### config.mk
export PLATFORM = sky130hd
export DESIGN_NAME = uart_brg_frac
export DESIGN_NICKNAME = d
export VERILOG_FILES = /design/src/rtl/uart_pkg.sv /design/src/rtl/uart_frac_acc.sv /design/src/rtl/uart_brg_frac.sv
export SDC_FILE = /design/constraint.sdc
export NUM_CORES = 1
export LEC_CHECK = 0
export CAP_MARGIN = 5
export CORE_AREA = 2 2 111 81
export DETAILED_ROUTE_END_ITERATION = 7
export DIE_AREA = 0 0 113 83
export HOLD_SLACK_MARGIN = 0.08
export PLACE_DENSITY = 0.7
export SYNTH_ARGS = -nofsm -noshare
export SYNTH_HDL_FRONTEND = slang
export SYNTH_HIERARCHICAL = 1
export SYNTH_SLANG_ARGS = --single-unit
### constraint.sdc
create_clock -name clk -period 3.8 [get_ports clk]
set_input_delay 1.14 -clock clk [delete_from_list [all_inputs] [get_ports clk]]
set_output_delay 1.14 -clock clk [all_outputs]
set_load 0.02 [all_outputs]
### src/rtl/uart_pkg.sv
// Shared UART constants: default generator geometry and baud divisors for the system clock.
package uart_pkg;

    localparam int CNT_W_DEF        = 16;
    localparam int FRAC_W_DEF       = 4;
    localparam int OSR_DEF          = 16;
    localparam int DEFAULT_DIV_DEF  = 10;
    localparam int RESYNC_PHASE_DEF = 8;
    localparam int SYS_CLK_HZ       = 50_000_000;

    typedef struct packed {
        logic [CNT_W_DEF-1:0]  div_int;
        logic [FRAC_W_DEF-1:0] div_frac;
    } baud_div_t;

    // Oversample period = SYS_CLK_HZ / (baud * 16) = div_int + 1 + div_frac/16 clks
    localparam baud_div_t BAUD_9600   = '{div_int: 16'd324, div_frac: 4'd8};
    localparam baud_div_t BAUD_19200  = '{div_int: 16'd161, div_frac: 4'd12};
    localparam baud_div_t BAUD_57600  = '{div_int: 16'd53,  div_frac: 4'd4};
    localparam baud_div_t BAUD_115200 = '{div_int: 16'd26,  div_frac: 4'd2};

endpackage

### src/rtl/uart_frac_acc.sv
// Fractional phase accumulator: each oversample tick adds the fraction; the carry
// out becomes a one-clk stretch of the following period.
module uart_frac_acc
    import uart_pkg::*;
#(
    parameter int FRAC_W = FRAC_W_DEF
) (
    input  logic              clk,
    input  logic              rst_n,
    input  logic              clear,
    input  logic              advance,
    input  logic [FRAC_W-1:0] frac,
    output logic              stretch
);

    logic [FRAC_W-1:0] acc;
    logic [FRAC_W:0]   sum;

    assign sum = {1'b0, acc} + {1'b0, frac};

    always_ff @(posedge clk or negedge rst_n) begin
        if (!rst_n) begin
            acc     <= '0;
            stretch <= 1'b0;
        end else if (clear) begin
            acc     <= '0;
            stretch <= 1'b0;
        end else if (advance) begin
            acc     <= sum[FRAC_W-1:0];
            stretch <= sum[FRAC_W];
        end
    end

endmodule

### src/rtl/uart_brg_frac.sv
// Fractional baud-rate generator: oversample strobe, bit strobe every OSR ticks,
// shadowed runtime divisor and a resync that realigns the bit phase.
module uart_brg_frac
    import uart_pkg::*;
#(
    parameter int CNT_W        = CNT_W_DEF,
    parameter int FRAC_W       = FRAC_W_DEF,
    parameter int OSR          = OSR_DEF,
    parameter int DEFAULT_DIV  = DEFAULT_DIV_DEF,
    parameter int RESYNC_PHASE = RESYNC_PHASE_DEF
) (
    input  logic              clk,
    input  logic              rst_n,
    input  logic              enable,
    input  logic [CNT_W-1:0]  divInt,
    input  logic [FRAC_W-1:0] divFrac,
    input  logic              divLoad,
    input  logic              resync,
    output logic              tickOs,
    output logic              tickBit,
    output logic              pending
);

    localparam int              OS_W      = $clog2(OSR);
    localparam logic [OS_W-1:0] OS_LAST   = OS_W'(OSR - 1);
    localparam logic [OS_W-1:0] OS_RESYNC = OS_W'(RESYNC_PHASE);
    localparam logic [OS_W-1:0] OS_ONE    = OS_W'(1);
    localparam logic [CNT_W:0]  CNT_ONE   = (CNT_W + 1)'(1);
    localparam logic [CNT_W-1:0] DIV_RST  = CNT_W'(DEFAULT_DIV);

    // One extra counter bit so a stretched maximum divisor is still reachable.
    logic [CNT_W:0]    cnt;
    logic [CNT_W:0]    limit;
    logic [OS_W-1:0]   os_cnt;
    logic [CNT_W-1:0]  active_int;
    logic [FRAC_W-1:0] active_frac;
    logic [CNT_W-1:0]  pend_int;
    logic [FRAC_W-1:0] pend_frac;
    logic [FRAC_W-1:0] acc_frac;
    logic              stretch;
    logic              tick_edge;
    logic              apply;

    assign limit = {1'b0, active_int} + {{CNT_W{1'b0}}, stretch};

    // >= rather than ==: a divisor applied while frozen may leave cnt above the new limit.
    assign tick_edge = enable && (cnt >= limit);
    assign apply     = pending && (resync || tick_edge || !enable);

    // The apply edge already accumulates with the incoming fraction.
    assign acc_frac = pending ? pend_frac : active_frac;

    uart_frac_acc #(
        .FRAC_W (FRAC_W)
    ) u_frac_acc (
        .clk     (clk),
        .rst_n   (rst_n),
        .clear   (resync),
        .advance (tick_edge),
        .frac    (acc_frac),
        .stretch (stretch)
    );

    always_ff @(posedge clk or negedge rst_n) begin
        if (!rst_n) begin
            cnt     <= '0;
            os_cnt  <= '0;
            tickOs  <= 1'b0;
            tickBit <= 1'b0;
        end else if (resync) begin
            cnt     <= '0;
            os_cnt  <= OS_RESYNC;
            tickOs  <= 1'b0;
            tickBit <= 1'b0;
        end else if (tick_edge) begin
            cnt     <= '0;
            os_cnt  <= (os_cnt == OS_LAST) ? '0 : os_cnt + OS_ONE;
            tickOs  <= 1'b1;
            tickBit <= (os_cnt == OS_LAST);
        end else begin
            if (enable) begin
                cnt <= cnt + CNT_ONE;
            end
            tickOs  <= 1'b0;
            tickBit <= 1'b0;
        end
    end

    // Shadow divisor: last load wins; resync with a simultaneous load takes the inputs directly.
    always_ff @(posedge clk or negedge rst_n) begin
        if (!rst_n) begin
            active_int  <= DIV_RST;
            active_frac <= '0;
            pend_int    <= DIV_RST;
            pend_frac   <= '0;
            pending     <= 1'b0;
        end else begin
            if (resync && divLoad) begin
                active_int  <= divInt;
                active_frac <= divFrac;
            end else if (apply) begin
                active_int  <= pend_int;
                active_frac <= pend_frac;
            end
            if (divLoad) begin
                pend_int  <= divInt;
                pend_frac <= divFrac;
            end
            if (resync) begin
                pending <= 1'b0;
            end else if (divLoad) begin
                pending <= 1'b1;
            end else if (apply) begin
                pending <= 1'b0;
            end
        end
    end

endmodule

==> impl_metrics.csv <==
group,metric,value,unit
placement,place_inst,492,
job,drv.max_cap_violation_count,0,
floorplan,num_io_pins,28,
finish,final_nets,449,
pwr,intPower,1.50,mW
drt,via_count,2959,
grt,pin_count_of_the_biggest_net_entering_global_routing,46,
pwr,switching_share,25.9,%
floorplan,floorplan.die_area,9380,µm²
clock_network,clock_sink_count,69,
worst_hold_path,min_path_cells,1,
grt,grt_antenna_before_repair,0,
clock_network,clk-insertion-delay-late,0.34,ns
pwr,leakagePower,1.92,nW
setup_path,worstPathArrival,3.71,ns
timing,fin_worst_skew,0.00464,ns
finish,layout-drive-gt1-share,21.1,%
drt,detail_route.drc_violations,0,
synth,synth-compound-area-share,20.9,%
grt,groute.usage.overall,20.3,%
placement,place_ws,0.208,ns
timing,report.final.setup_viol,0,
timing,finalCriticalPeriod,3.50,ns
setup_path,critical-path-slowest-cell,"dfrtp_1",
floorplan,core_area,8270,µm²
placement,place.detailed.hpwl,6280,µm
grt,first_global_vias,2992,
synth,synth-simple-area-share,13.6,%
placement,port-buffer-count,27,
clock_network,max-clock-path-buffers,2,
timing,maxSlewViolCount,0,
setup_path,critical-path-top-delay-family,"compound AO/OA/AOI/OAI gates",
synth,synth_mux_area_share,7.14,%
timing,setup_slack,0.304,ns
drt,viasPerCell,5.82,
clock_network,cts_post_setup_buffers_inserted,0,
clock_network,hold_buffers,0,
synth,synthesis.area,4070,µm²
finish,finish.cell_count_without_fillers,508,
setup_path,cp.required,4.02,ns
worst_hold_path,timing.hold.worst.class,"flop to flop",
synth,post_synth_fa_ha_maj_area_fraction,8.18,%
drt,drtIter0Drc,192,
placement,gp_congestion,0.830,
pwr,max-vdd-ir-drop,0.000348,V
floorplan,die_x,113,µm
setup_path,critical_path_cell_count,14,
timing,tightestPinTransition,0.720,ns
timing,finalSetupTns,0,ns
setup_path,reg2reg_depth,14,
synth,synth-seq-cells,69,
synth,seq_area_frac_synth,42.6,%
synth,post_synth_num_cell_types,58,
timing,final-hold-violation-count,0,
finish,syn_to_final_growth,16.1,%
pwr,powerDensity,428,nW/µm²
pwr,clock_network_fraction_of_total_power,41.2,%
synth,avgSynthCellArea,11.0,µm²
setup_path,critical_path_startpoint_category,"flop",
floorplan,initial_core_util,49.2,%
timing,rsz_0062_raised_after_global_routing,"no",
drt,first_pass_iters,4,
synth,yosys.area_share.xor_xnor,3.66,%
timing,period_share,92.0,%
setup_path,critPathMaxFanout,7,
synth,yosys_warnings,6,
outcome,status,"complete, no violations",
setup_path,slowest_delay,0.45,ns
drt,ant_nets,0,
pwr,power.combinational.fraction,15.9,%
timing,timing.max_slew.rel_slack,51.9,%
clock_network,clkSlewWorstSetupHoldPaths,0.06,ns
pwr,relative_contribution_of_sequential_cells_to_total_power,42.9,%
floorplan,die-height,83,µm
pwr,power_switching,0.525,mW
synth,synth_ff_type,"dfrtp_1",
setup_path,worstPathCellList,"and4_1 -> and3_1 -> nand3_1 -> nor2_1 -> xnor2_1 -> ha_1 -> a21oi_1 -> nand2_1 -> a221o_1 -> a221oi_4 -> inv_1 -> clkinv_1 -> nor3b_1 -> a311o_1",
setup_path,path_buf_inv,2,
drt,routedWlPerCell,17.1,µm
clock_network,cts_made_buffers,9,
floorplan,rows,28,
synth,synth_top_family_by_area,"compound AO/OA/AOI/OAI gates",
synth,synthCells,369,
clock_network,post_cts_resize_count,0,
clock_network,clockRootBuffer,"clkbuf_16",
drt,wirelength,8680,µm
grt,grt_first_pass_wirelength,15000,µm
clock_network,cts_tree,"yes",
synth,synthesis.nets,420,
synth,synth_edf_count,0,
synth,synth-async-reset-ratio,100,%
clock_network,h-tree-depth,3,
grt,globalRouteOverflowTotal,0,
setup_path,crit_path_end_kind,"flop",
finish,antenna-diode-count,0,
timing,max_clock_freq,0.286,GHz
setup_path,path_class,"flop to flop",
-- logic make-up (layout without fill, tap and decap cells) --
kind of cell,Yosys count,count (layout)
AOI/OAI and AO/OA,99,99
xor gates and xnor gates,17,17
and+or+nand+nor,102,102
muxes,26,26
DFF,69,69
adders and majority gates,26,26
buffers and inverters,30,64
-- cell usage in the layout (no fill, tap or decap), types with 2 or more instances in the layout --
cell type        synthesis  routed
o21ai_1                  4       4
xor2_1                  10      10
nor2_1                  17      15
a221o_1                  3       3
clkdlybuf4s50_1          0      26
o22ai_1                 20      20
clkbuf_1                 6       2
ha_1                    25      25
a41oi_1                  2       2
nand3_1                 13      13
or3_1                    2       2
nor2b_1                  4       4
dfstp_2                  4       4
xnor2_1                  7       7
nor3_1                   2       2
or3b_1                   3       3
a21oi_1                 18      18
o21ai_0                  5       5
buf_4                    4       8
nand2_1                 28      28
inv_1                   12      12
dfrtp_1                 65      65
a2bb2oi_2               19      19
a31oi_1                 15      15
clkbuf_16                0       9
nor2_2                   1       3
clkinvlp_4               0       2
mux2i_1                  2       2
nand2b_1                 6       6
mux2_2                  24      24
nand4_1                  7       7
nor3b_1                  4       4
and3_1                   6       6
-- state kept, by name (all words and copies together), names as in the netlist, 4 cells and up --
register / cells
cnt: 17
active_int: 16
pend_int: 16
active_frac: 4
os_cnt: 4
pend_frac: 4
u_frac_acc/acc: 4
-- power by group through the flow --
stage / logic [mW] / registers (mW) / clock network, mW
3_5_place_dp: 0.321 / 0.881 / 0
2_1_floorplan: 0.237 / 0.863 / 0
3_3_place_gp: 0.312 / 0.876 / 0
4_1_cts: 0.324 / 0.869 / 0.851
6_report: 0.322 / 0.869 / 0.834
5_1_grt: 0.355 / 0.879 / 0.888
-- stage by stage --
stage / utilization [%] / total power [mW] / instance area, µm² / hold slack, ns
2_1_floorplan: - / 1.10 / 4070 / 0.459
3_3_place_gp: 53.4 / 1.19 / 4410 / 0.490
3_5_place_dp: 53.4 / 1.20 / 4410 / 0.496
4_1_cts: 56.9 / 2.04 / 4710 / 0.509
5_1_grt: 57.1 / 2.12 / 4720 / 0.526
6_report: 57.1 / 2.02 / 4720 / 0.507
-- final cells by class --
type / instances / area (µm²)
clock inverter: 4 / 50.0
inverter: 13 / 48.8
tap: 105 / 131
multi-input combinational: 270 / 2190
timing repair buffer: 35 / 325
fill: 701 / 3540
clock buffer: 12 / 246
sequential: 69 / 1730
-- layer usage --
metal / global-route usage, % / vias up / routed length [µm]
met5: 0 / - / 0
met3: 5.62 / 15 / 437
met1: 30.9 / 1437 / 4510
met4: 6.87 / 0 / 143
li1: - / 1441 / -
met2: 27.7 / 66 / 3600
-- worst paths after layout --
check / end / slack (ns) / startpoint
setup / recovery: u_frac_acc/acc[3] / 0.30 / active_int[4]
hold / removal: pend_int[4] / 0.51 / pend_int[4]
setup reg to reg: u_frac_acc/acc[3] / 0.30 / active_int[4]
hold reg to reg: pend_int[4] / 0.51 / pend_int[4]
max in group asynchronous: pend_int[1] / 2.51 / rst_n
min in group asynchronous: cnt[9] / 0.80 / rst_n
-- cell usage after synthesis (all sizes together), types with 7 or more instances --
library cell  number  share of area, %
mux2              24               6.6
xnor2              7               1.5
a31oi             15               2.3
xor2              10               2.2
ha                25               7.7
nor2              18               1.7
inv               12               1.1
o22ai             20               3.1
o21ai             11               1.7
nand3             13               1.6
clkbuf             7              0.89
dfrtp             65                40
nand2             28               2.6
a21oi             19               2.4
nand4              8               1.4
a2bb2oi           19               7.0
buf               10               1.9
No activity file was read; power rests on OpenSTA's default activity.
